**src/rtl/mac_result_packer.sv**
```systemverilog
// Quantizes MAC dot-product results (bias, round-half-up shift, saturate) and packs PACK lanes per FIFO word.
// Define MAC_RESULT_PACKER_RELU_EN to clamp negative lanes to zero before saturation.
module mac_result_packer #(
  parameter int ACC_WIDTH  = 32,
  parameter int OUT_WIDTH  = 8,
  parameter int PACK       = 4,
  parameter int FIFO_DEPTH = 4
) (
  input  logic                          clk,
  input  logic                          rst,
  input  logic                          in_valid,
  input  logic [ACC_WIDTH-1:0]          in_result,
  input  logic [ACC_WIDTH-1:0]          bias,
  input  logic [4:0]                    shift,
  input  logic                          flush,
  output logic                          in_ready,
  output logic                          out_valid,
  output logic [PACK*OUT_WIDTH-1:0]     out_data,
  output logic [$clog2(PACK):0]         out_count,
  input  logic                          out_ready,
  output logic                          overflow
);

  localparam int LW = $clog2(PACK);
  localparam int CW = LW + 1;
  localparam int WW = PACK * OUT_WIDTH;
  localparam int AW = $clog2(FIFO_DEPTH);
  localparam int SW = ACC_WIDTH + 2;
  localparam logic signed [SW-1:0] QMAX = SW'((2 ** (OUT_WIDTH - 1)) - 1);
  localparam logic signed [SW-1:0] QMIN = SW'(-(2 ** (OUT_WIDTH - 1)));

  // Two guard bits keep bias addition and the rounding increment from wrapping.
  function automatic logic signed [SW-1:0] round_shift(input logic [ACC_WIDTH-1:0] res,
                                                       input logic [ACC_WIDTH-1:0] b,
                                                       input logic [4:0] sh);
    logic signed [SW-1:0] s;
    logic signed [SW-1:0] rnd;
    s   = SW'($signed(res)) + SW'($signed(b));
    rnd = '0;
    if (sh != 5'd0) rnd = SW'(1) << (sh - 5'd1);
    round_shift = (s + rnd) >>> sh;
  endfunction

  function automatic logic [OUT_WIDTH-1:0] saturate(input logic signed [SW-1:0] v);
    logic signed [SW-1:0] t;
    t = v;
`ifdef MAC_RESULT_PACKER_RELU_EN
    if (t < 0) t = '0;
`else
`endif
    if (t > QMAX)      saturate = OUT_WIDTH'(QMAX);
    else if (t < QMIN) saturate = OUT_WIDTH'(QMIN);
    else               saturate = OUT_WIDTH'(t);
  endfunction

  // Stage 1: quantize
  logic                 vld_p1_q;
  logic                 flush_p1_q;
  logic [OUT_WIDTH-1:0] lane_p1_q;

  always_ff @(posedge clk or negedge rst) begin
    if (!rst) begin
      vld_p1_q   <= 1'b0;
      flush_p1_q <= 1'b0;
    end else begin
      vld_p1_q   <= in_valid;
      flush_p1_q <= flush;
    end
  end

  always_ff @(posedge clk) begin
    if (in_valid) lane_p1_q <= saturate(round_shift(in_result, bias, shift));
  end

  // Stage 2: pack; lanes at or above the fill count are masked so stale data never leaks
  logic [LW-1:0] lane_cnt_q, lane_cnt_d;
  logic [WW-1:0] lanes_q;
  logic [WW-1:0] word_d;
  logic [CW-1:0] fill;
  logic [CW-1:0] push_cnt;
  logic          push;

  always_comb begin
    word_d     = '0;
    lane_cnt_d = lane_cnt_q;
    push       = 1'b0;
    push_cnt   = '0;
    fill       = CW'(lane_cnt_q) + CW'(vld_p1_q);
    for (int i = 0; i < PACK; i++) begin
      if (vld_p1_q && LW'(i) == lane_cnt_q)
        word_d[i*OUT_WIDTH +: OUT_WIDTH] = lane_p1_q;
      else if (LW'(i) < lane_cnt_q)
        word_d[i*OUT_WIDTH +: OUT_WIDTH] = lanes_q[i*OUT_WIDTH +: OUT_WIDTH];
    end
    if (fill == CW'(PACK) || (flush_p1_q && fill != '0)) begin
      push       = 1'b1;
      push_cnt   = fill;
      lane_cnt_d = '0;
    end else if (vld_p1_q) begin
      lane_cnt_d = LW'(lane_cnt_q + 1'b1);
    end
  end

  always_ff @(posedge clk or negedge rst) begin
    if (!rst) lane_cnt_q <= '0;
    else      lane_cnt_q <= lane_cnt_d;
  end

  always_ff @(posedge clk) begin
    for (int i = 0; i < PACK; i++) begin
      if (vld_p1_q && LW'(i) == lane_cnt_q)
        lanes_q[i*OUT_WIDTH +: OUT_WIDTH] <= lane_p1_q;
    end
  end

  // Output FIFO: a push into a full FIFO succeeds only alongside a pop
  logic [WW-1:0] mem_data [FIFO_DEPTH];
  logic [CW-1:0] mem_cnt  [FIFO_DEPTH];
  logic [AW-1:0] wr_ptr_q, rd_ptr_q;
  logic [AW:0]   occ_q;
  logic          overflow_q;
  logic          full, empty, pop, push_ok;

  assign full    = (occ_q == (AW+1)'(FIFO_DEPTH));
  assign empty   = (occ_q == '0);
  assign pop     = !empty && out_ready;
  assign push_ok = push && (!full || pop);

  always_ff @(posedge clk or negedge rst) begin
    if (!rst) begin
      wr_ptr_q   <= '0;
      rd_ptr_q   <= '0;
      occ_q      <= '0;
      overflow_q <= 1'b0;
    end else begin
      if (push_ok) wr_ptr_q <= wr_ptr_q + 1'b1;
      if (pop)     rd_ptr_q <= rd_ptr_q + 1'b1;
      case ({push_ok, pop})
        2'b10:   occ_q <= occ_q + 1'b1;
        2'b01:   occ_q <= occ_q - 1'b1;
        default: occ_q <= occ_q;
      endcase
      if (push && full && !pop) overflow_q <= 1'b1;
    end
  end

  always_ff @(posedge clk) begin
    if (push_ok) begin
      mem_data[wr_ptr_q] <= word_d;
      mem_cnt[wr_ptr_q]  <= push_cnt;
    end
  end

  assign in_ready  = !full;
  assign out_valid = !empty;
  assign out_data  = empty ? '0 : mem_data[rd_ptr_q];
  assign out_count = empty ? '0 : mem_cnt[rd_ptr_q];
  assign overflow  = overflow_q;

endmodule

```
**config.mk**
```make
export PLATFORM = sky130hd
export DESIGN_NAME = mac_result_packer
export DESIGN_NICKNAME = d
export VERILOG_FILES = /design/src/rtl/mac_result_packer.sv
export SDC_FILE = /design/constraint.sdc
export NUM_CORES = 1
export LEC_CHECK = 0
export ABC_AREA = 1
export CAP_MARGIN = 20
export CORE_ASPECT_RATIO = 1.1
export CORE_MARGIN = 2
export CORE_UTILIZATION = 40
export DETAILED_ROUTE_END_ITERATION = 7
export GPL_TIMING_DRIVEN = 0
export REMOVE_ABC_BUFFERS = 1
export SETUP_SLACK_MARGIN = 0.3
export SKIP_CTS_REPAIR_TIMING = 1
export SLEW_MARGIN = 20
export SYNTH_ARGS = -nofsm -noshare
export SYNTH_HDL_FRONTEND = slang
export SYNTH_SLANG_ARGS = --single-unit
```
**constraint.sdc**
```tcl
create_clock -name clk -period 3.25 [get_ports clk]
set_input_delay 0.65 -clock clk [delete_from_list [all_inputs] [get_ports clk]]
set_output_delay 0.65 -clock clk [all_outputs]
set_load 0.05 [all_outputs]
```
# Word level (Yosys, flattened, before mapping)
# Memory sizes are Yosys's and may differ from the RTL's.
# Cells that the tools add are included.
# classes
n_bitwise,0
mux,20
n_shift,2
eq_ne,7
reduce_logical,20
add_sub_neg,9
n_div,0
n_mul,0
order_cmp,6
# ops
op,n
2-to-1 mux 8 bit,9
2-to-1 mux 34 bit,2
adder 33 x 34 -> 34 bit,1
"> comparator 34 x 8 -> 1 bit, second input constant",1
"< comparator 34 x 8 -> 1 bit, second input constant",1
"left shift 1 x 5 -> 34 bit, first input constant",1
>>> shifter 34 x 5 -> 34 bit,1
adder 32 x 32 -> 33 bit,1
2-to-1 mux 32 bit,1
logical AND 1 bit,9
"adder 2 x 1 -> 2 bit, second input constant",3
"== test 3 bit, second input constant",2
2-to-1 mux 3 bit,2
case mux 3 bit (2 select lines),1
nonzero test 5 bit,1
"subtractor 5 x 1 -> 5 bit, second input constant",1
"== test 2 bit, first input constant",2
"< comparator 1 x 2 -> 1 bit, first input constant",2
"< comparator 2 bit, first input constant",2
2-to-1 mux 2 bit,2
nonzero test 2 bit,2
adder 2 x 1 -> 3 bit,1
"adder 3 x 1 -> 3 bit, second input constant",1
zero test 1 bit,3
other kinds (9),12
# word_totals
romBits,0
word_cells,78
output_inout_bits,38
latchBits,0
ff_bits,52
ram_bits,140
input_bits,74
memories,2
# memory_table
name,words,width,read_ports,rd_clocked_by_memory_dff,write_ports,line_no,rtl
mem_data,4,32,1,0,1,117,logic [WW-1:0] mem_data [FIFO_DEPTH];
mem_cnt,4,3,1,0,1,118,logic [CW-1:0] mem_cnt [FIFO_DEPTH];

# Depth between registers and ports, before layout
# logic_depth
word_depth,8
ltp_mapped,40
depth_no_buf,39

# Least setup slack after synthesis
# Ideal clock, no wire load.
# synth_timing
path_kind,input-to-reg
from,in shift[2]
to,reg lane_p1_q[0] (data pin)
setup_ns,0.257
arrival_ns,4.568
path_stages,37
path_buffers,2
required_time_ns,2.993
path_slack_ns,-1.575
path_cell_list,buf_2 -> clkbuf_1 -> nor2_1 -> nand2_1 -> nand2_1 -> nand2_1 -> nor2_1 -> fa_1 -> ha_1 -> inv_1 -> fa_1 -> inv_1 -> nand3_1 -> nand3_1 -> nand2_1 -> nand2_2 -> nand2_1 -> nand2_1 -> nand2_1 -> nand2_1 -> nand2_2 -> nand2_4 -> inv_6 -> nand2_4 -> nand3_2 -> nand2_1 -> nand2_1 -> nand2_1 -> nand2_2 -> nor2_2 -> nand2_1 -> nand2_1 -> inv_2 -> nor2_1 -> nand2_1 -> nand2_2 -> nand2_1
# synth_between
elab_chain_len,8
word_cells_on_any_way,10
classes_between,add/sub (2); order compare (2); shift (2); mux (3); reduce/logical (1)
# synth_lines
item,line_no,rtl
from (decl),14,"input logic [4:0] shift,"
subtractor 5 x 1 -> 5 bit,40,if (sh != 5'd0) rnd = SW'(1) << (sh - 5'd1);
left shift 1 x 5 -> 34 bit,40,
2-to-1 mux 34 bit,40,
2-to-1 mux 34 bit,72,"if (in_valid) lane_p1_q <= saturate(round_shift(in_result, bias, shift));"
adder 33 x 34 -> 34 bit,41,round_shift = (s + rnd) >>> sh;
>>> shifter 34 x 5 -> 34 bit (*),41,
< comparator 34 x 8 -> 1 bit,52,else if (t < QMIN) saturate = OUT_WIDTH'(QMIN);
2-to-1 mux 8 bit,52,
to (signal assigned),72,
to (decl),59,logic [OUT_WIDTH-1:0] lane_p1_q;
# Mark *: on every way between the ends. The rest lies on a longest branch, timed or not. The select of a mux whose other input is x is not followed.
# A chain may end at the register's enable or synchronous reset.

# Final worst setup path
# layout_timing
from,in shift[3]
to,reg lane_p1_q[0] (data pin)
# Same word-level chain as after synthesis.

==> flow_summary.yaml <==
run:
  maxCapViolations: 0
final_layout:
  multi_input_area_um2: 9080
  drive_gt1_share_pct: 25.1
  layout.nets: 2173
  regArea_um2: 5470
  area_delta_synth_final_pct: 34.8
  diodes: 0
  fill_cells: 3168
route:
  ant_nets: 0
  viasPerCell: 5.28
  wl_per_cell_um: 17.1
  dr.pass1.iters: 6
  drt_iter0_markers: 910
  num_vias: 13000
  totalWireLength_mm: 42.3
  drc_errors: 0
pwr:
  power_density_nw_per_um2: 695
  leakagePower_nw: 8.38
  ir_drop_mv: 0.491
logic_synthesis:
  synthCells: 1888
  seq_area_frac_synth_pct: 39.5
  ys_seq_elements: 184
  syn_area_per_cell_um2: 7.33
  synth_cell_types: 39
  synth_area_um2: 13800
  yosys_warnings: 0
sta:
  fin_ws_ns: -1.41
  rsz0062_at_grt: "yes"
  relSlewSlack_pct: 37.9
  clock.fmax_mhz: 215
  tightest_slew_ns: 0.931
  finClkSkew_ns: 0.00854
  setup_violations: 8
  finalHoldViolCount: 0
  drv_slew: 0
  finalHoldWorstSlack_ns: 0.473
  period_minus_slack_ns: 4.66
  finalCritPeriodShare_pct: 143
clocking:
  cts_buffer_depth: 2
  cts_made_buffers: 17
  cts_sinks: 184
  clock-root-buffer: "clkbuf_16"
  clkLatencyLatePin_ns: 0.43
  htreeDepth: 4
  cts.clk_slew.worst_paths_ns: 0.07
  cts_tree: "done"
floorplan:
  fp.dieW_um: 181
  fp.coreArea_um2: 34100
  num_io_pins: 112
  rows: 71
  die-height_um: 199
  dieArea_um2: 36100
  initial_core_util_pct: 40.6
hold_path:
  hold_class: "flip-flop to flip-flop"
  hold_depth: 1
  holdPathEnd: "overflow$_DFFE_PN0P_"
  min_from: "overflow$_DFFE_PN0P_"
setup_path:
  crit_fanout: 16
  rrSetupSlack_ns: 0.46
  crit_slowest_cell: "fa_1"
  rr_worst_depth: 8
  end_kind: "flip-flop"
  arrival_ns: 4.84
  required_ns: 3.43
  slowest_delay_ns: 0.55
  r2r-start: "vld_p1_q$_DFF_PN0_"
  crit_path_start_kind: "primary input"
  crit_type: "primary input to flip-flop"
  r2r_end: "mem_data[2][25]$_DFFE_PP_"
  cp_common_cell: "nand2_4"
global_route:
  overflow: 0
  grt_max_degree: 67
  antenna_found_initial: 0
  first_global_vias: 12100
  grtUsageTotal_pct: 22.0
  grt_pass1_wl_mm: 62.6
placed_design:
  pre_cts_ws_ns: -2.82
  gp_congestion: 0.906
  port-buffer-count: 111
  hpwlAfterDp_mm: 30.1
outcome:
  outcome: "finished with violations"
  violations: "setup timing"
## stage by stage
| stage | power [W] | cells | instance area [um^2] | utilization [%] | TNS (ns) |
|---|---|---|---|---|---|
| after CTS | 0.0125 | 2407 | 16100 | 47.2 | -38.42 |
| after floorplan | 0.00800 | 1810 | 13500 | - | -50.35 |
| final | 0.0130 | 2470 | 18700 | 54.7 | -10.09 |
| after global routing | 0.0138 | 2470 | 18700 | 54.7 | -11.63 |
| after detailed placement | 0.0104 | 2376 | 15500 | 45.4 | -25.82 |
| after global placement | 0.0101 | 2359 | 15200 | 44.4 | -385.53 |
## cell usage in the layout, fill, tap and decap left out, types with 34 or more instances in the layout
master / count
nand2_1: 404
nand2_2: 77
a21oi_1: 44
nor2_1: 215
inv_1: 203
nand3_2: 112
nand2_4: 36
edfxtp_1: 172
nand3_1: 191
o21ai_0: 96
fa_1: 34
buf_4: 57
clkdlybuf4s50_1: 71
## worst max-delay path: cells and delay by family
kind / cells / cell delay [ns]
simple gates: 26 / 2.38
fa+ha+maj: 3 / 1.09
buf+inv: 6 / 0.66
## state kept, by name, summed over array words and instances (netlist names)
register	flops
mem_data	128
occ_q	3
wr_ptr_q	2
rd_ptr_q	2
lane_p1_q	8
lanes_q	24
vld_p1_q	1
lane_cnt_q	2
mem_cnt	12
flush_p1_q	1
overflow	1
## worst max-delay path by stage
stage	start	to	cells past startpoint
4_1_cts	shift[4]	lane_p1_q[0]$_SDFFCE_PN1P_	33
2_1_floorplan	shift[3]	lane_p1_q[0]$_SDFFCE_PN1P_	32
3_3_place_gp	shift[2]	lane_p1_q[6]$_SDFFCE_PN1P_	28
3_5_place_dp	shift[4]	lane_p1_q[0]$_SDFFCE_PN1P_	33
6_report	shift[3]	lane_p1_q[0]$_SDFFCE_PN1P_	35
5_1_grt	shift[0]	lane_p1_q[0]$_SDFFCE_PN1P_	35
## synthesized netlist by cell type (all sizes together)
library cell	instances	area [um^2]
nor2	265	1010
conb	2	7.51
a31o	1	8.76
xnor2	5	43.8
ha	44	551
or2	3	18.8
clkbuf	37	139
fa	35	701
nand4	9	62.6
xor2	10	87.6
a21oi	54	270
nand3	333	1760
o21ai	98	490
o211ai	3	22.5
nand3b	1	7.51
o22ai	9	56.3
dfrtp	12	300
nor4	1	12.5
inv	218	823
o221ai	1	8.76
nor3	9	50.1
buf	41	200
o21bai	1	7.51
o21a	1	7.51
nand2	519	2010
edfxtp	172	5160
clkinv	4	15.0
## final cells by class
class	instances	area share (%)
inverters	222	4.86
well taps	438	2.94
multi-input cells	1404	48.7
clock buffers	18	2.30
flip-flops and latches	184	29.3
repair inverters	1	0.0604
clock inverters	13	0.912
repair buffers	190	10.9
## power breakdown
group | total (W) | switching, W | internal [W]
clock | 0.00210 | 0.000876 | 0.00122
sequential | 0.00368 | 0.000226 | 0.00345
combinational | 0.00720 | 0.00496 | 0.00223
total | 0.0130 | 0.00607 | 0.00690
## layer usage
layer	vias up	GRT usage, %	part of all wire [%]
met4	0	6.41	2.4
met2	353	40.9	51
met3	59	1.90	4.1
met1	6179	27.2	42
li1	6441	-	-
met5	-	0	0
## cells by family after synthesis
group	Yosys count	share of synthesized area, %
DFF	184	39.5
xor gates and xnor gates	15	0.950
AOI/OAI and AO/OA	168	6.30
other	2	0.0543
buffers and inverters	300	8.51
and+or+nand+nor	1140	35.6
adders and majority gates	79	9.04
No activity file was read; power rests on OpenSTA's default activity.
